**config.mk**
```make
export PLATFORM = sky130hd
export DESIGN_NAME = trap_ctrl_flat
export DESIGN_NICKNAME = d
export VERILOG_FILES = /design/src/rtl/trap_ctrl_pkg.sv /design/src/rtl/trap_ctrl_if.sv /design/src/rtl/trap_ctrl_irq_prio_enc.sv /design/src/rtl/trap_ctrl.sv /design/src/flat_wrapper.sv
export SDC_FILE = /design/constraint.sdc
export NUM_CORES = 1
export LEC_CHECK = 0
export BUFFER_PORTS_ARGS = -buffer_cell sky130_fd_sc_hd__buf_4
export CORE_AREA = 8 8 215 217
export CTS_CLUSTER_DIAMETER = 200
export DETAILED_ROUTE_END_ITERATION = 10
export DIE_AREA = 0 0 223 225
export SLEW_MARGIN = 20
export SYNTH_ARGS = -nofsm -noshare
export SYNTH_HDL_FRONTEND = slang
export SYNTH_HIERARCHICAL = 1
export SYNTH_SLANG_ARGS = --single-unit
```
**constraint.sdc**
```tcl
create_clock -name clk -period 2.9 [get_ports clk]
set_clock_uncertainty 0.05 [all_clocks]
set_input_delay 0.145 -clock clk [delete_from_list [all_inputs] [get_ports clk]]
set_output_delay 0.145 -clock clk [all_outputs]
set_load 0.05 [all_outputs]
```
**src/rtl/trap_ctrl_pkg.sv**
```systemverilog
// trap_pkg: shared constants and types for the machine-mode trap controller.
package trap_pkg;

  typedef enum logic [2:0] {
    S_IDLE        = 3'd0,
    S_MEPC        = 3'd1,
    S_MSTATUS     = 3'd2,
    S_MCAUSE      = 3'd3,
    S_ASSERT      = 3'd4,
    S_MRET_ST     = 3'd5,
    S_MRET_ASSERT = 3'd6
  } state_e;

  localparam logic [11:0] CSR_MSTATUS = 12'h300;
  localparam logic [11:0] CSR_MEPC    = 12'h341;
  localparam logic [11:0] CSR_MCAUSE  = 12'h342;

  localparam int MSTATUS_MIE    = 3;
  localparam int MSTATUS_MPIE   = 7;
  localparam int MSTATUS_MPP_LO = 11;
  localparam int MSTATUS_MPP_HI = 12;

  localparam int CAUSE_ECALL  = 11;
  localparam int CAUSE_EBREAK = 3;

  localparam logic [31:0] INST_ECALL  = 32'h0000_0073;
  localparam logic [31:0] INST_EBREAK = 32'h0010_0073;
  localparam logic [31:0] INST_MRET   = 32'h3020_0073;

endpackage

```
**src/rtl/trap_ctrl_if.sv**
```systemverilog
// Output bus of the trap controller: pipeline hold, CSR write port, EX redirect.
interface trap_ctrl_if #(parameter int XLEN = 64);
  logic            hold_flag_o;
  logic            csr_we_o;
  logic [11:0]     csr_waddr_o;
  logic [XLEN-1:0] csr_wdata_o;
  logic            int_assert_o;
  logic [XLEN-1:0] int_addr_o;

  modport master (output hold_flag_o, csr_we_o, csr_waddr_o, csr_wdata_o,
                         int_assert_o, int_addr_o);
  modport slave  (input  hold_flag_o, csr_we_o, csr_waddr_o, csr_wdata_o,
                         int_assert_o, int_addr_o);
endinterface

```
**src/rtl/trap_ctrl_irq_prio_enc.sv**
```systemverilog
// irq_prio_enc: pending vector -> valid flag and index of the lowest set bit.
module irq_prio_enc #(
  parameter int NUM_IRQ = 4,
  localparam int IW = (NUM_IRQ > 1) ? $clog2(NUM_IRQ) : 1
) (
  input  logic [NUM_IRQ-1:0] pend_i,
  output logic               valid_o,
  output logic [IW-1:0]      idx_o
);

  // Scan high to low so the lowest set line is the last (winning) assignment.
  always_comb begin
    valid_o = |pend_i;
    idx_o   = '0;
    for (int k = NUM_IRQ - 1; k >= 0; k--) begin
      if (pend_i[k]) idx_o = IW'(k);
    end
  end

endmodule

```
**src/rtl/trap_ctrl.sv**
```systemverilog
// trap_ctrl: machine-mode trap sequencer (ECALL/EBREAK, MRET, NUM_IRQ level irqs).
// Writes mepc/mstatus/mcause one per cycle, then redirects EX.
// Optional macro TRAP_VECTORED_EN: vectored mtvec mode for async traps.
module trap_ctrl
  import trap_pkg::*;
#(
  parameter int XLEN          = 64,
  parameter int NUM_IRQ       = 4,
  parameter int IRQ_CODE_BASE = 16
) (
  input  logic               clk,
  input  logic               rst,
  input  logic [31:0]        inst_i,
  input  logic [XLEN-1:0]    inst_addr_i,
  input  logic               jump_flag_i,
  input  logic [XLEN-1:0]    jump_addr_i,
  input  logic [NUM_IRQ-1:0] irq_i,
  input  logic [XLEN-1:0]    csr_mtvec,
  input  logic [XLEN-1:0]    csr_mepc,
  input  logic [XLEN-1:0]    csr_mstatus,
  input  logic [XLEN-1:0]    csr_mie,
  trap_ctrl_if.master        bus
);

  localparam int IW = (NUM_IRQ > 1) ? $clog2(NUM_IRQ) : 1;

  state_e          state_q, state_d;
  logic [XLEN-1:0] epc_q, epc_d;
  logic [XLEN-1:0] cause_q, cause_d;
  logic [XLEN-1:0] vec_q, vec_d;

  logic [NUM_IRQ-1:0] pend;
  logic               irq_vld;
  logic [IW-1:0]      irq_idx;
  logic [XLEN-2:0]    irq_code;
  logic [XLEN-1:0]    tvec_base;
  logic [XLEN-1:0]    irq_vec;
  logic               take_sync, take_mret, take_async, idle;

  // Bits consumed only by some builds or beyond NUM_IRQ.
  logic unused_bits;
  assign unused_bits = ^{csr_mie[XLEN-1:NUM_IRQ], csr_mtvec[1:0]};

  assign pend = irq_i & csr_mie[NUM_IRQ-1:0];

  irq_prio_enc #(.NUM_IRQ(NUM_IRQ)) u_prio (
    .pend_i  (pend),
    .valid_o (irq_vld),
    .idx_o   (irq_idx)
  );

  assign idle       = (state_q == S_IDLE);
  assign take_sync  = idle && (inst_i == INST_ECALL || inst_i == INST_EBREAK);
  assign take_mret  = idle && !take_sync && (inst_i == INST_MRET);
  assign take_async = idle && !take_sync && !take_mret && csr_mstatus[MSTATUS_MIE] && irq_vld;

  assign irq_code  = (XLEN-1)'(IRQ_CODE_BASE) + (XLEN-1)'(irq_idx);
  assign tvec_base = {csr_mtvec[XLEN-1:2], 2'b00};

  // Async target: base, or base + 4*code when vectored mode is built in and selected.
  always_comb begin
    irq_vec = tvec_base;
`ifdef TRAP_VECTORED_EN
    if (csr_mtvec[1:0] == 2'b01) irq_vec = tvec_base + {irq_code[XLEN-3:0], 2'b00};
`endif
  end

  // Next-state and trap context capture; requests are only looked at in IDLE.
  always_comb begin
    state_d = state_q;
    epc_d   = epc_q;
    cause_d = cause_q;
    vec_d   = vec_q;
    case (state_q)
      S_IDLE: begin
        if (take_sync) begin
          epc_d   = inst_addr_i;
          cause_d = (inst_i == INST_ECALL) ? XLEN'(CAUSE_ECALL) : XLEN'(CAUSE_EBREAK);
          vec_d   = tvec_base;
          state_d = S_MEPC;
        end else if (take_mret) begin
          state_d = S_MRET_ST;
        end else if (take_async) begin
          epc_d   = jump_flag_i ? jump_addr_i : inst_addr_i;
          cause_d = {1'b1, irq_code};
          vec_d   = irq_vec;
          state_d = S_MEPC;
        end
      end
      S_MEPC:        state_d = S_MSTATUS;
      S_MSTATUS:     state_d = S_MCAUSE;
      S_MCAUSE:      state_d = S_ASSERT;
      S_ASSERT:      state_d = S_IDLE;
      S_MRET_ST:     state_d = S_MRET_ASSERT;
      S_MRET_ASSERT: state_d = S_IDLE;
      default:       state_d = S_IDLE;
    endcase
  end

  // State and latched trap context.
  always_ff @(posedge clk) begin
    if (rst) begin
      state_q <= S_IDLE;
      epc_q   <= '0;
      cause_q <= '0;
      vec_q   <= '0;
    end else begin
      state_q <= state_d;
      epc_q   <= epc_d;
      cause_q <= cause_d;
      vec_q   <= vec_d;
    end
  end

  // Output decode from the state register; stall also covers the acceptance cycle.
  always_comb begin
    bus.hold_flag_o  = !idle || take_sync || take_mret || take_async;
    bus.csr_we_o     = 1'b0;
    bus.csr_waddr_o  = '0;
    bus.csr_wdata_o  = '0;
    bus.int_assert_o = 1'b0;
    bus.int_addr_o   = '0;
    case (state_q)
      S_MEPC: begin
        bus.csr_we_o    = 1'b1;
        bus.csr_waddr_o = CSR_MEPC;
        bus.csr_wdata_o = epc_q;
      end
      S_MSTATUS: begin
        bus.csr_we_o    = 1'b1;
        bus.csr_waddr_o = CSR_MSTATUS;
        bus.csr_wdata_o = csr_mstatus;
        bus.csr_wdata_o[MSTATUS_MPIE] = csr_mstatus[MSTATUS_MIE];
        bus.csr_wdata_o[MSTATUS_MIE]  = 1'b0;
        bus.csr_wdata_o[MSTATUS_MPP_HI:MSTATUS_MPP_LO] = 2'b11;
      end
      S_MCAUSE: begin
        bus.csr_we_o    = 1'b1;
        bus.csr_waddr_o = CSR_MCAUSE;
        bus.csr_wdata_o = cause_q;
      end
      S_ASSERT: begin
        bus.int_assert_o = 1'b1;
        bus.int_addr_o   = vec_q;
      end
      S_MRET_ST: begin
        bus.csr_we_o    = 1'b1;
        bus.csr_waddr_o = CSR_MSTATUS;
        bus.csr_wdata_o = csr_mstatus;
        bus.csr_wdata_o[MSTATUS_MIE]  = csr_mstatus[MSTATUS_MPIE];
        bus.csr_wdata_o[MSTATUS_MPIE] = 1'b1;
      end
      S_MRET_ASSERT: begin
        bus.int_assert_o = 1'b1;
        bus.int_addr_o   = csr_mepc;
      end
      default: ;
    endcase
  end

endmodule
```
**src/flat_wrapper.sv**
```systemverilog
// flat-port wrapper written by rule: the top's interface ports become plain ports
module trap_ctrl_flat import trap_pkg::*;
#(
  parameter int XLEN          = 64,
  parameter int NUM_IRQ       = 4,
  parameter int IRQ_CODE_BASE = 16
)
  (clk, rst, inst_i, inst_addr_i, jump_flag_i, jump_addr_i, irq_i, csr_mtvec, csr_mepc, csr_mstatus, csr_mie, bus_hold_flag_o, bus_csr_we_o, bus_csr_waddr_o, bus_csr_wdata_o, bus_int_assert_o, bus_int_addr_o);
  trap_ctrl_if #(.XLEN(XLEN)) bus_i ();
  input  logic clk;
  input  logic rst;
  input  logic [31:0] inst_i;
  input  logic [XLEN-1:0] inst_addr_i;
  input  logic jump_flag_i;
  input  logic [XLEN-1:0] jump_addr_i;
  input  logic [NUM_IRQ-1:0] irq_i;
  input  logic [XLEN-1:0] csr_mtvec;
  input  logic [XLEN-1:0] csr_mepc;
  input  logic [XLEN-1:0] csr_mstatus;
  input  logic [XLEN-1:0] csr_mie;
  output wire logic [$bits(bus_i.hold_flag_o)-1:0] bus_hold_flag_o;
  output wire logic [$bits(bus_i.csr_we_o)-1:0] bus_csr_we_o;
  output wire logic [$bits(bus_i.csr_waddr_o)-1:0] bus_csr_waddr_o;
  output wire logic [$bits(bus_i.csr_wdata_o)-1:0] bus_csr_wdata_o;
  output wire logic [$bits(bus_i.int_assert_o)-1:0] bus_int_assert_o;
  output wire logic [$bits(bus_i.int_addr_o)-1:0] bus_int_addr_o;
  assign bus_hold_flag_o = bus_i.hold_flag_o;
  assign bus_csr_we_o = bus_i.csr_we_o;
  assign bus_csr_waddr_o = bus_i.csr_waddr_o;
  assign bus_csr_wdata_o = bus_i.csr_wdata_o;
  assign bus_int_assert_o = bus_i.int_assert_o;
  assign bus_int_addr_o = bus_i.int_addr_o;
  trap_ctrl #(.XLEN(XLEN), .NUM_IRQ(NUM_IRQ), .IRQ_CODE_BASE(IRQ_CODE_BASE)) u_core (.clk(clk), .rst(rst), .inst_i(inst_i), .inst_addr_i(inst_addr_i), .jump_flag_i(jump_flag_i), .jump_addr_i(jump_addr_i), .irq_i(irq_i), .csr_mtvec(csr_mtvec), .csr_mepc(csr_mepc), .csr_mstatus(csr_mstatus), .csr_mie(csr_mie), .bus(bus_i));
endmodule
```
Word-level counts from Yosys, hierarchy flattened
Cells that the tools add are included.

Logic and storage cells: 61. Output and inout bits: 143. Input port bits: 423. Register bits after elaboration: 195.

Bitwise gates (word level): 1. Equal/unequal tests: 11. Mux-type cells: 24. $add $sub $neg: 1. Reduce and logical (&&, ||, !) cells: 20.

Operators with widths (count): $mux 64 (10); $pmux 64 s4 (1); $pmux 64 s2 (1); $eq 32x21->1 const B (1); $eq 32x30->1 const B (1); $eq 32x7->1 const B (1); $pmux 10 s3 (1); $pmux 3 s5 (1); $eq 3x3->1 const B (3); $mux 3 (3); $mux 2 (4); $reduce_or 4->1 (2); $add 5x2->6 const A (1); $eq 3x2->1 const B (2); $logic_and 1x1->1 (6); $and 4x4->4 (1); $logic_or 1x1->1 (4); $mux 4 (1); $ne 4x1->1 const B (1); $reduce_or 2->1 (2); $eq 3x1->1 const B (1); $logic_not 1->1 (3); $logic_not 3->1 (1); $reduce_and 3->1 (1); other kinds (3) (4).

Logic depth before layout (Yosys ltp)
Depth after elaboration: 14. Gate-level depth with buffers: 10. Mapped depth without buffers: 7.

Hierarchy
The synthesis kept the hierarchy.

By module, submodules not included: trap_ctrl (cells an instance 946, instances 1, area each 7046.8 um^2, sequential area each 2662.6 um^2); irq_prio_enc (cells an instance 7, instances 1, area each 35.0 um^2, sequential area each 0.0 um^2).

Least setup slack after synthesis
Ideal clock, no wire load.

Kind: reg-to-output. From: reg u_core.state_q[2]. To: out bus_csr_wdata_o[13]. Data required time: 2.705 ns. Path slack: 0.050 ns. Stages on the path, launching flop included: 6. Data arrival time: 2.655 ns. Path through: dfxtp_1 -> clkbuf_1 -> nor2b_1 -> and2_1 -> clkbuf_1 -> a22o_1.

Longest elaborated chain between the ends: 2. Elaborated cells between the ends (all ways): 5. Those cells by class: eq/ne: 4; mux: 1.

RTL lines: start, declared (line trap_ctrl.sv:27) `state_e state_q, state_d;`; start signal, assigned (line trap_ctrl.sv:108) `state_q <= state_d;`; $eq 3x3->1 (tied with other cells) (line trap_ctrl.sv:123) `case (state_q)`; $pmux 64 s4 * (line trap_ctrl.sv:123); end, declared (line flat_wrapper.sv:24) `output wire logic [$bits(bus_i.csr_wdata_o)-1:0] bus_csr_wdata_o;`.

Every way passes the cells marked *; elsewhere a longest branch is shown, timed or not.

Worst setup path in the final report
From: in inst_i[20]. To: reg u_core.epc_q[41].

Longest elaborated chain between the ends: 12. Elaborated cells between the ends (all ways): 16. Those cells by class: eq/ne: 4; mux: 1; reduce/logical: 11.

RTL lines: start, declared (line flat_wrapper.sv:12) `input logic [31:0] inst_i;`; $eq 32x7->1 / $eq 32x21->1 (equally long branches) (line trap_ctrl.sv:53) `assign take_sync = idle && (inst_i == INST_ECALL || inst_i == INST_EBREAK);`; $logic_or 1x1->1 (line trap_ctrl.sv:53); $logic_and 1x1->1 (line trap_ctrl.sv:53); $logic_not 1->1 (line trap_ctrl.sv:54, trap_ctrl.sv:55); $logic_and 1x1->1 (line trap_ctrl.sv:54, trap_ctrl.sv:55); $logic_and 1x1->1 (line trap_ctrl.sv:54) `assign take_mret = idle && !take_sync && (inst_i == INST_MRET);`; $logic_not 1->1 (line trap_ctrl.sv:55) `assign take_async = idle && !take_sync && !take_mret && csr_mstatus[MSTATUS_MIE] && irq_vld;`; $logic_and 1x1->1 (3 in series) (line trap_ctrl.sv:55); $reduce_bool 2->1 (no line); $reduce_and 3->1 (no line); end signal, assigned (line trap_ctrl.sv:109) `epc_q <= epc_d;`; end, declared (line trap_ctrl.sv:28) `logic [XLEN-1:0] epc_q, epc_d;`.

Parallel ways exist; a longest one is shown, timed or not. A chain may end at the register's enable or synchronous reset.

==> qor.log <==
INFO  route          wl_met2=18.5mm
INFO  run            maximum_capacitance_violations=0
INFO  yosys          yosysTopAreaCellShare=37.6%
INFO  die            die_span_in_y=225um
INFO  route          via_per_inst=4.37
INFO  die            core-area=42,700um2
INFO  global_route   grt_first_pass_wirelength=55.5mm
INFO  worst_setup_path timing.critical_path.fanout_max=47
INFO  global_route   globalRouteOverflowTotal=0
INFO  worst_setup_path worstPathCellList=dlygate4sd3_1 > buf_4 > nand4b_1 > nor3_1 > o22a_4 > buf_12 > a21oi_1 > a211oi_1 > dlygate4sd3_1
INFO  yosys          synth_cell_types=42
INFO  place          place.port_buffers=496
INFO  yosys          postSynthRegisterBits=133
INFO  clock_network  cts_htree_levels=4
INFO  route          dr_total_vias=9,408
INFO  timing         achievable_frequency=360MHz
INFO  pwr            power_leakage=0.00610uW
INFO  global_route   first_global_vias=9,844
INFO  clock_network  cts_root_buffer=clkbuf_16
INFO  timing         tightest_slew=1.04ns
INFO  worst_setup_path timing.critical_path.slowest_cell_delay=0.60ns
INFO  yosys          synthesis.area_per_instance=7.43um2
INFO  global_route   grt_max_degree=78
INFO  worst_setup_path critPathRequiredTime=3.21ns
INFO  die            die-width=223um
INFO  die            total_die_area=50,200um2
INFO  place          finalWeightedCongestion=0.839
INFO  pwr            power_density=497nW/um2
INFO  worst_setup_path data_arrival_time_of_the_worst_path=3.09ns
INFO  finish         finalCoreUtilization=32.6%
INFO  clock_network  cts.sinks=133
INFO  clock_network  tritoncts=yes
INFO  worst_setup_path timing.setup.critical_path_class=input port to flip-flop
INFO  yosys          seq_area_frac_synth=37.6%
INFO  finish         post-route-cell-area=13,900um2
INFO  worst_setup_path crit_family=buffers and inverters
INFO  timing         final_sum_of_negative_setup_slack=0ns
INFO  route          drc=0
INFO  die            io_pins=566
INFO  worst_setup_path critical_path.startpoint_type=input port
INFO  clock_network  path_clk_slew=0.06ns
INFO  timing         timing.slew.headroom=30.8%
INFO  route          wirelength=37.0mm
INFO  yosys          post_synth_inst_count=953
INFO  pwr            p_total=6930uW
INFO  route          met1Wirelength=14.9mm
INFO  route          met3_length=2.74mm
INFO  yosys          largest_cells_by_area_after_synthesis=dfxtp_1 (38%), nand2_1 (11%), a21oi_1 (9.3%)
INFO  clock_network  clk-insertion-delay-late=0.42ns
INFO  worst_setup_path critPathBufInv=4
INFO  global_route   antenna_found_initial=7
INFO  worst_setup_path timing.critical_path.mode_cell=dlygate4sd3_1
INFO  timing         hold_violations=0
INFO  worst_setup_path worst_setup_path_end_kind=flip-flop
INFO  finish         final_nets=2,013
INFO  global_route   grt_use_total=13.9%
INFO  yosys          yosysWarnings=6
INFO  worst_setup_path crit_slowest_cell=dlygate4sd3_1
INFO  place          hpwlAfterDp=27.4mm
INFO  route          drtPass1Iterations=5
INFO  timing         unrepaired_setup_endpoints_after_global_routing=false
INFO  timing         post-route-period-util=95.9%
INFO  yosys          cell_area_after_technology_mapping=7080um2
INFO  route          initialDrtViolationCount=515
INFO  finish         multi_input_combinational_cell_area=4030um2
INFO  timing         setup_viol=0
INFO  route          drt.antenna.violating_nets=0
INFO  hold_path      hp-class=input port to flip-flop
INFO  finish         filler_cell_count=4,459
INFO  route          top_layer_reached_by_signal_wires=met5
INFO  die            floorplan.initialDensity=16.6%
INFO  die            rows=76
INFO  finish         layout.area.seq=2670um2
INFO  timing         crit_path_time_final=2.78ns
INFO  finish         layout-drive-gt1-share=35.5%
INFO  route          wire_length_per_cell=17.2um
INFO  place          postPlaceCellArea=11,400um2
INFO  clock_network  clock_tree.buffer_depth=2
INFO  pwr            irDropWorstVdd=298uV
INFO  yosys          synth_top_cell_by_area=dfxtp_1
INFO  finish         area_delta_synth_final=96.8%
INFO  timing         final-max-slew-violation-count=0
INFO  outcome        run_status=finished clean
INFO  clock_network  numCtsBuffers=17
-- per-stage QoR --
stage / hold WS (ns) / setup slack (ns) / std cells
after floorplan: 0.235 / 0.0499 / 959
after global placement: 0.353 / 0.486 / 1932
after detailed placement: 0.358 / 0.438 / 1932
after CTS: 0.00316 / 0.105 / 2146
after global routing: 0.0162 / 0.0103 / 2150
final: 0.0507 / 0.120 / 2151
-- logic make-up after synthesis --
family	count (synthesis)	synth area share (%)
other	1	0.0530
flip-flops	133	37.6
multiplexers	65	9.22
buffers and inverters	103	6.55
AND/OR/NAND/NOR	378	21.5
AO/OA/AOI/OAI	273	25.1
-- flip-flops by register name, summed over array words and instances (netlist names) --
| signal | count |
|---|---|
| u_core/epc_q | 64 |
| u_core/state_q | 3 |
| u_core/cause_q | 4 |
| u_core/vec_q | 62 |
-- synth_stat cells, drive strengths merged --
master  number
clkbuf      57
a21o         1
o31a         1
or4b         1
a221oi       2
nor2b        3
nand4b       1
o211ai       1
o22ai        1
inv          5
o22a         1
o21ai       11
nand3        3
and2         8
or2          1
o32ai        1
dfxtp      133
or3          1
a22o        56
a211oi      62
nor4bb       1
a22oi        4
conb         1
nor2       131
mux2         2
nor4         5
and3         2
buf         41
mux2i       63
nand2b       3
nor3        11
and4b        1
or4          1
nand2      204
a21oi      132
nand4        1
-- worst paths after layout --
path / start / to / slack (ns) / depth (start not counted)
worst min register to register: u_core/vec_q[62] / u_core/vec_q[62] / 0.40 / 2
worst min-delay path: inst_addr_i[59] / u_core/epc_q[59] / 0.05 / 3
worst max register to register: u_core/state_q[1] / u_core/epc_q[21] / 0.29 / 10
worst max-delay path: inst_i[20] / u_core/epc_q[41] / 0.12 / 9
-- cells in the final DEF, fill, tap and decap left out, types with 4 or more instances in the layout --
| cell | instances |
|---|---|
| buf_4 | 516 |
| nand2_1 | 203 |
| dlygate4sd3_1 | 183 |
| dfxtp_1 | 132 |
| a21oi_1 | 131 |
| nor2_1 | 131 |
| mux2i_1 | 63 |
| a211oi_1 | 62 |
| a22o_1 | 56 |
| clkbuf_16 | 17 |
| buf_12 | 11 |
| o21ai_0 | 10 |
| nor3_1 | 10 |
| conb_1 | 7 |
| and2_1 | 6 |
| inv_1 | 5 |
| nor4_1 | 5 |
| clkinvlp_4 | 4 |
| a22oi_1 | 4 |
-- worst min-delay path: stages --
cell and delay [ns]:
buf_4 0.11, a21oi_1 0.13, a211oi_1 0.09
-- layout make-up --
type	instances	area share, %
Tap cell	546	4.90
Multi-Input combinational cell	723	28.9
Timing Repair Buffer	710	42.5
Antenna cell	3	0.0539
Clock inverter	11	1.09
Clock buffer	20	3.28
Inverter	5	0.135
Sequential cell	133	19.1
-- where the power goes --
| group | total, uW | internal [uW] | switching [uW] |
|---|---|---|---|
| sequential | 2160 | 2020 | 141 |
| clock | 2270 | 1400 | 878 |
| combinational | 2490 | 1140 | 1350 |
| total | 6930 | 4560 | 2370 |
-- metal layers --
| layer | track usage (%) | vias up |
|---|---|---|
| li1 | - | 4565 |
| met5 | 0 | - |
| met3 | 4.42 | 46 |
| met2 | 24.3 | 382 |
| met4 | 4.82 | 6 |
| met1 | 15.8 | 4409 |
-- repair_timing --
action,in CTS,in global routing
hold buffers,183,0
setup endpoints to repair,0,28
gates resized for setup,0,1
hold endpoints to repair,127,0
setup buffers,0,2
Note: power is estimated with default switching activity, not from simulation.
